## src/rtl/clip_effect_tx.sv

```systemverilog
// Effect-side producer: queues raw samples, presents a dry copy and a clipped,
// gain-restored copy to the mixer, and holds them until read-done or timeout.
module clip_effect_tx #(
  parameter int DATA_WIDTH = 16,
  parameter int CLIP_LEVEL = 8192,
  parameter int GAIN_SHIFT = 1,
  parameter int TIMEOUT    = 1024
) (
  input  logic                         clk,
  input  logic                         reset,
  input  logic signed [DATA_WIDTH-1:0] i_sample,
  input  logic                         i_sample_valid,
  input  logic                         i_read_ready,
  input  logic                         i_read_done,
  output logic                         o_dv,
  output logic signed [DATA_WIDTH-1:0] o_data_sw0,
  output logic signed [DATA_WIDTH-1:0] o_data_sw1,
  output logic                         o_overrun,
  output logic                         o_timeout,
  output logic [7:0]                   o_overrun_cnt,
  output logic                         o_busy
);

  localparam int WG = DATA_WIDTH + GAIN_SHIFT;
  localparam int TW = $clog2(TIMEOUT + 1);
  localparam logic signed [DATA_WIDTH-1:0] CLIP_HI = DATA_WIDTH'(CLIP_LEVEL);
  localparam logic signed [DATA_WIDTH-1:0] CLIP_LO = DATA_WIDTH'(-CLIP_LEVEL);
  localparam logic [TW-1:0]                TO_LAST = TW'(TIMEOUT - 1);

  typedef enum logic [1:0] {IDLE, CLIP, GAIN, PRESENT} state_t;

  function automatic logic signed [DATA_WIDTH-1:0] clip_fn(input logic signed [DATA_WIDTH-1:0] x);
    logic signed [DATA_WIDTH-1:0] r;
    if (x > CLIP_HI)      r = CLIP_HI;
    else if (x < CLIP_LO) r = CLIP_LO;
    else                  r = x;
    return r;
  endfunction

  // Widen, shift, then saturate if the bits above the output sign bit disagree.
  function automatic logic signed [DATA_WIDTH-1:0] gain_sat(input logic signed [DATA_WIDTH-1:0] c);
    logic signed [WG-1:0]         wide;
    logic signed [DATA_WIDTH-1:0] r;
    wide = WG'(c);
    wide = wide <<< GAIN_SHIFT;
    if (wide[WG-1:DATA_WIDTH-1] == {(GAIN_SHIFT+1){wide[WG-1]}})
      r = wide[DATA_WIDTH-1:0];
    else if (wide[WG-1])
      r = {1'b1, {(DATA_WIDTH-1){1'b0}}};
    else
      r = {1'b0, {(DATA_WIDTH-1){1'b1}}};
    return r;
  endfunction

  state_t                       state;
  logic signed [DATA_WIDTH-1:0] q_mem [2];
  logic [1:0]                   q_count;
  logic signed [DATA_WIDTH-1:0] x_p0;
  logic signed [DATA_WIDTH-1:0] c_p1;
  logic [TW-1:0]                to_cnt;
  logic                         pop, full, push, overrun, widx;
  logic                         unused_read_ready;

  // Mixer readiness is informational; presentation never waits on it.
  assign unused_read_ready = i_read_ready;

  assign pop     = (state == IDLE) && (q_count != 2'd0);
  assign full    = (q_count == 2'd2);
  assign push    = i_sample_valid && (!full || pop);
  assign overrun = i_sample_valid && full && !pop;
  // Write slot is the occupancy after any pop: count 0/1 without pop, 1/2 with pop.
  assign widx    = q_count[0] ^ pop;
  assign o_busy  = (state != IDLE) || (q_count != 2'd0);

  // Queue storage and datapath registers carry no reset.
  always_ff @(posedge clk) begin
    if (pop)  q_mem[0] <= q_mem[1];
    if (push) q_mem[widx] <= i_sample;
    // p0: work register loaded from queue head
    if (pop) x_p0 <= q_mem[0];
    // p1: clipped value
    if (state == CLIP) c_p1 <= clip_fn(x_p0);
  end

  always_ff @(posedge clk) begin
    if (reset) begin
      state         <= IDLE;
      q_count       <= 2'd0;
      to_cnt        <= '0;
      o_dv          <= 1'b0;
      o_data_sw0    <= '0;
      o_data_sw1    <= '0;
      o_overrun     <= 1'b0;
      o_timeout     <= 1'b0;
      o_overrun_cnt <= 8'd0;
    end else begin
      q_count   <= q_count + {1'b0, push} - {1'b0, pop};
      o_overrun <= overrun;
      o_timeout <= 1'b0;
      if (overrun && (o_overrun_cnt != 8'hFF))
        o_overrun_cnt <= o_overrun_cnt + 8'd1;
      case (state)
        IDLE: begin
          if (pop) state <= CLIP;
        end
        CLIP: begin
          state <= GAIN;
        end
        // p2: presented outputs
        GAIN: begin
          o_data_sw0 <= x_p0;
          o_data_sw1 <= gain_sat(c_p1);
          o_dv       <= 1'b1;
          to_cnt     <= '0;
          state      <= PRESENT;
        end
        PRESENT: begin
          if (i_read_done) begin
            o_dv   <= 1'b0;
            to_cnt <= '0;
            state  <= IDLE;
          end else if (to_cnt == TO_LAST) begin
            o_dv      <= 1'b0;
            o_timeout <= 1'b1;
            to_cnt    <= '0;
            state     <= IDLE;
          end else begin
            to_cnt <= to_cnt + TW'(1);
          end
        end
        default: state <= IDLE;
      endcase
    end
  end

endmodule
```

## config.mk

```make
export PLATFORM = sky130hd
export DESIGN_NAME = clip_effect_tx
export DESIGN_NICKNAME = d
export VERILOG_FILES = /design/src/rtl/clip_effect_tx.sv
export SDC_FILE = /design/constraint.sdc
export NUM_CORES = 1
export LEC_CHECK = 0
export ABC_AREA = 1
export CORE_MARGIN = 2
export CORE_UTILIZATION = 38
export DETAILED_ROUTE_END_ITERATION = 6
export PLACE_DENSITY = 0.69
export SYNTH_ARGS = -nofsm -noshare
export SYNTH_HDL_FRONTEND = slang
export SYNTH_SLANG_ARGS = --single-unit
```

## constraint.sdc

```tcl
create_clock -name clk -period 4.45 [get_ports clk]
set_input_delay 0.6675 -clock clk [delete_from_list [all_inputs] [get_ports clk]]
set_output_delay 0.6675 -clock clk [all_outputs]
set_load 0.01 [all_outputs]
```

Yosys cells after proc, flatten, opt, wreduce, memory -nomap -nowiden
Memory sizes are Yosys's and may differ from the RTL's. A register that Yosys moved wholly into a read port is not among the register bits.
Index checks and enable logic that the tools add are counted.
{"block": "word_totals", "ff_bits": 74, "latch_bits": 0, "ram_bits": 32, "mem_bits_ro": 0, "inputBits": 21, "elab_cells": 64, "memories": 1}
{"block": "classes", "n_addsub": 4, "mul": 0, "n_div": 0, "order_cmp": 2, "eq_ne": 9, "shifts": 0, "mux": 18, "bitwise": 2, "reduce_logical": 17}
{"memory": "q_mem", "words": 2, "word_bits": 16, "read_ports": 2, "rd_ports_with_merged_regs": 1, "wr": 2, "line_no": "56", "rtl": "logic signed [DATA_WIDTH-1:0] q_mem [2];"}
{"operator": "$mux 16", "n": 3}
{"operator": "$mux 11", "n": 2}
{"operator": "$pmux 11 s2", "n": 1}
{"operator": "$gt 16x15->1 const B", "n": 1}
{"operator": "$lt 16x14->1 const B", "n": 1}
{"operator": "$add 11x1->11 const B", "n": 1}
{"operator": "$eq 11x10->1 const B", "n": 1}
{"operator": "$add 8x1->8 const B", "n": 1}
{"operator": "$ne 8x8->1 const B", "n": 1}
{"operator": "$pmux 2 s4", "n": 1}
{"operator": "$mux 1", "n": 7}
{"operator": "$eq 2x2->1 const B", "n": 3}
{"operator": "$mux 2", "n": 3}
{"operator": "$reduce_bool 2->1", "n": 3}
{"operator": "$logic_and 1x1->1", "n": 5}
{"operator": "$reduce_and 2->1", "n": 2}
{"operator": "$ne 3x3->1 const B", "n": 1}
{"operator": "$reduce_or 3->1", "n": 1}
{"operator": "$add 2x1->2", "n": 1}
{"operator": "$eq 2x1->1 const B", "n": 1}
{"operator": "$logic_not 1->1", "n": 2}
{"operator": "$logic_not 2->1", "n": 1}
{"operator": "$logic_or 1x1->1", "n": 2}
{"operator": "$ne 2x2->1 const B", "n": 1}
{"operator": "other kinds (6)", "n": 6}

Longest topological paths before layout
{"block": "logic_depth", "ltp_word": 6, "depth_mapped": 10, "ltp_nobuf": 10}

Worst setup path before layout
No wires, ideal clock.
{"block": "synth_path", "kind": "reg2reg", "from": "reg state[0]", "to": "reg q_count[1]", "setup_time_ps": 70, "t_arrival_ps": 2513, "path_slack_ps": 1868, "stages_incl_launch_ff": 11, "path_buffers": 0, "synth_period_minus_slack_ps": 2582, "cell_sequence": "dfxtp_1 -> inv_1 -> ha_1 -> inv_1 -> a21oi_1 -> ha_1 -> inv_1 -> ha_1 -> xnor2_1 -> o21ai_0 -> a21oi_1"}
{"block": "synth_via", "elab_chain_len": 6}
{"item": "start, declared", "line_no": "55", "rtl": "state_t state;"}
{"item": "start signal, assigned", "line_no": "87", "rtl": "state <= IDLE;"}
{"item": "start signal, assigned", "line_no": "104", "rtl": "if (pop) state <= CLIP;"}
{"item": "start signal, assigned", "line_no": "107", "rtl": "state <= GAIN;"}
{"item": "$logic_not 2->1 *", "line_no": "67", "rtl": "assign pop = (state == IDLE) && (q_count != 2'd0);"}
{"item": "$logic_and 1x1->1 *", "line_no": "67"}
{"item": "via pop", "line_no": "61", "rtl": "logic pop, full, push, overrun, widx;"}
{"item": "$logic_or 1x1->1", "line_no": "69", "rtl": "assign push = i_sample_valid && (!full || pop);"}
{"item": "$logic_and 1x1->1", "line_no": "69"}
{"item": "$add 2x1->2", "line_no": "97", "rtl": "q_count <= q_count + {1'b0, push} - {1'b0, pop};"}
{"item": "$sub 2x1->2 *", "line_no": "97"}
{"item": "end signal, assigned", "line_no": "97"}
{"item": "end, declared", "line_no": "57", "rtl": "logic [1:0] q_count;"}
The timed path passes the listed nets; every way through them passes the cells marked *.
A chain may end at the register's enable or synchronous reset.

Worst setup path after layout
{"block": "layout_path", "from": "reg state[0]", "to": "out o_busy"}
{"block": "layout_via", "elab_chain_len": 2}
{"item": "$reduce_bool 2->1", "line_no": "73", "rtl": "assign o_busy = (state != IDLE) || (q_count != 2'd0);"}
{"item": "$logic_or 1x1->1", "line_no": "73"}
{"item": "end, declared", "line_no": "21", "rtl": "output logic o_busy"}
Every way passes these cells.

==> out/metrics.csv <==
stage,metric,value,unit
yosys,post-synth-top-area-cell,edfxtp_1,
yosys,avgSynthCellArea,9.61,sq um
sta,final.setup_skew,9.83,ps
power,psw,1.32,mW
floorplanning,dieHeight,119,microns
critical_path,critPathArrivalTime,2010,ps
status,run_status,finished clean,
yosys,largest_family_of_logic_cells_by_synthesized_area,simple AND/OR/NAND/NOR gates,
critical_path,worst_setup_path_end_kind,output pin,
yosys,syn_inst,521,
clock_tree,cts-buffers-inserted,17,
yosys,synth.top_cells.by_area,"edfxtp_1, dfxtp_1, nand2_1",
clock_tree,post_cts_resized,0,
detailed_routing,drt-pass1-iter-count,4,
yosys,synth-simple-area-share,17.3,%
placement,port-buffer-count,63,
clock_tree,clk_pin_slew_worst_paths,60,ps
min_path,timing.hold.worst.class,reg -> reg,
critical_path,timing.critical_path.slowest_stage_cell,clkdlybuf4s50_1,
critical_path,crit-reg2reg-launch,state[0],
yosys,leading_cell_types_by_count_after_synthesis,"nand2_1, edfxtp_1, inv_1",
detailed_routing,detailedRoute.firstIterationViolations,166,
sta,max_slew.worst_pin.slew,1240,ps
placement,globalplace.congestion,0.803,
critical_path,r2r_end,q_mem[0][12],
detailed_routing,detail_route.wirelength,9640,microns
yosys,yosys-mux-area-fraction,0,%
clock_tree,h-tree-depth,4,
clock_tree,clk_root_buffer_cell,clkbuf_16,
grt,grt_pass1_wl,16400,microns
power,netSwitchingFraction,31.0,%
grt,antenna_found_initial,0,
critical_path,crit_type,reg -> out,
sta,clock.fmax,374,MHz
critical_path,crit_chain,inv_1 > ha_1 > nand3_1 > clkdlybuf4s50_1,
clock_tree,max-clock-path-buffers,2,
yosys,postSynth.topFlopCell,edfxtp_1,
critical_path,worst_setup_path_start_kind,flop,
sta,final_max_slew_viol_count,0,
critical_path,timing.critical_path.required,3780,ps
power,seq_power_share,42.5,%
detailed_routing,detail_routed_via_count_per_cell,4.62,
floorplanning,floorplan.core_area,0.0127,sq mm
grt,grt_remaining_overflow,0,
yosys,syn_nets,555,
clock_tree,clock_latency,410,ps
detailed_routing,remaining_drc_errors,0,
detailed_routing,postRouteAntennaNets,0,
clock_tree,post_cts_hold_buffer_count,0,
floorplanning,fp.dieW,119,microns
sta,setup_repair_after_global_routing_missed_its_margin,false,
power,ir_drop,0.371,mV
power,leakage,2.65,nW
final_layout,final_nets,623,
min_path,hold_path.startpoint,q_mem[0][14],
critical_path,critPathMaxStageDelay,580,ps
final_layout,layout-area-overhead-vs-synth,27.5,%
placement,dp_hpwl,6600,microns
yosys,netlist-cell-type-count,31,
min_path,worst_hold_endpoint,x_p0[14],
grt,gr-usage-all-layers,14.6,%
min_path,timing.hold.worst_path_depth,0,
clock_tree,numClockSinks,122,
sta,timing.slew.headroom,16.8,%
grt,grt_start_max_net_pins,52,
final_layout,share_of_layout_cells_above_drive_strength_1,8.80,%
sta,setup_total_negative_slack,0,ps
floorplanning,ports,65,
sta,holdWs,416,ps
power,power.combinational.fraction,25.7,%
clock_tree,tritoncts,done,
yosys,fraction_of_the_mapped_netlist_area_in_compound_gates,9.55,%
sta,setup-violations-final,0,
floorplanning,starting_utilization_of_the_core_area,39.3,%
detailed_routing,wl_per_cell,12.5,microns
power,power.clock.fraction,31.8,%
sta,min_period_over_period,60.1,%
yosys,synth.yosys.warnings,0,
yosys,synth-seq-cells,122,
clock_tree,post_cts.repair.setup_buffers,0,
critical_path,r2r_setup_slack,1870,ps
yosys,ys_async_sr_fraction,0,%
yosys,post_synth_instance_area,0.00500,sq mm
power,internal-power,2.94,mW
power,power.density_cell_area,668,mW/mm^2
final_layout,antenna_cells_inserted,0,
detailed_routing,dr_total_vias,3579,
critical_path,critPathMaxFanout,5,
yosys,synth.most_common_cell,nand2_1,
floorplanning,die_area,0.0141,sq mm
run,maxCapViolCount,0,
sta,finalHoldViolCount,0,
yosys,synth_edf_count,64,
yosys,synth_area_in_xor_xnor,0.875,%
yosys,ys_seq_area_share,61.6,%
sta,layout_min_cycle_time,2670,ps
critical_path,rr_worst_depth,5,
grt,number_of_global_route_vias_before_repair,3507,
yosys,synth_top_area_share,38.4,%
yosys,yosys.area_share.adder,3.25,%
floorplanning,std_cell_rows,41,
==> power groups by stage <==
stage / logic (mW) / clock network (mW) / registers, mW
final: 1.09 / 1.35 / 1.81
after global routing: 1.25 / 1.43 / 1.85
after CTS: 1.11 / 1.38 / 1.82
after detailed placement: 1.10 / 0 / 1.83
after global placement: 1.06 / 0 / 1.82
after floorplan: 0.684 / 0 / 1.83
==> area by class of cell <==
class	count	area (sq um)
clock buffer	21	472
clock inverter	11	118
fill	1170	6340
inverter	77	289
multi-input combinational	305	1550
sequential	122	3080
tap	172	215
timing repair buffer	66	653
==> worst max path at each step <==
stage | from | depth (start not counted) | endpoint | slack (ps)
6_report | state[0] | 4 | o_busy | 1780
5_1_grt | state[0] | 4 | o_busy | 1660
4_1_cts | state[0] | 4 | o_busy | 1750
3_5_place_dp | i_sample_valid | 5 | q_mem[0][11] | 1780
3_3_place_gp | i_sample_valid | 3 | q_mem[1][10] | 1790
2_1_floorplan | state[0] | 10 | q_count[1] | 1870
==> kinds of logic after synthesis <==
family                   Yosys count
buffers and inverters             94
XOR/XNOR                           5
adder cells (fa/ha/maj)           13
AO/OA/AOI/OAI                     82
flip-flops                       122
AND/OR/NAND/NOR                  205
==> cells in the final DEF, fill, tap and decap left out, types with 5 or more instances in the layout <==
cell / count
inv_1: 64
nand4_1: 5
ha_1: 13
inv_2: 11
dfxtp_1: 58
clkbuf_16: 18
nand3_1: 32
nand2_1: 111
nor2_1: 43
edfxtp_1: 64
o21ai_0: 24
o221ai_1: 14
clkdlybuf4s50_1: 63
a21oi_1: 37
==> routing by layer <==
layer	up-vias	track usage (%)	routed length [microns]	share of wire, %
met1	1630	17.2	4310	45
met2	80	23.8	4640	48
li1	1859	-	-	-
met4	0	6.18	102	1.1
met5	-	0	0	0
met3	10	5.65	589	6.1
==> state kept, by name, summed over array words and instances (netlist names), 8 cells and up <==
| signal | flops |
|---|---|
| q_mem | 32 |
| c_p1 | 16 |
| o_data_sw0 | 16 |
| o_data_sw1 | 16 |
| x_p0 | 16 |
| to_cnt | 11 |
| o_overrun_cnt | 8 |
==> per-stage QoR <==
stage	area, sq um	worst slack [ps]	power, mW	util, %	instances
after floorplan	5000	1870	2.52	-	521
after global placement	5790	1790	2.88	45.5	742
after detailed placement	5790	1780	2.94	45.5	742
after CTS	6380	1750	4.31	50.1	774
after global routing	6380	1660	4.53	50.1	774
final	6380	1780	4.26	50.1	774
==> critical path, delay by kind of cell (launching register included) <==
kind                       cells  cell delay, ps
and+or+nand+nor                1             220
adders and majority gates      1             290
DFF                            1             400
buffers and inverters          2             690
(Power assumes the default switching activity.)
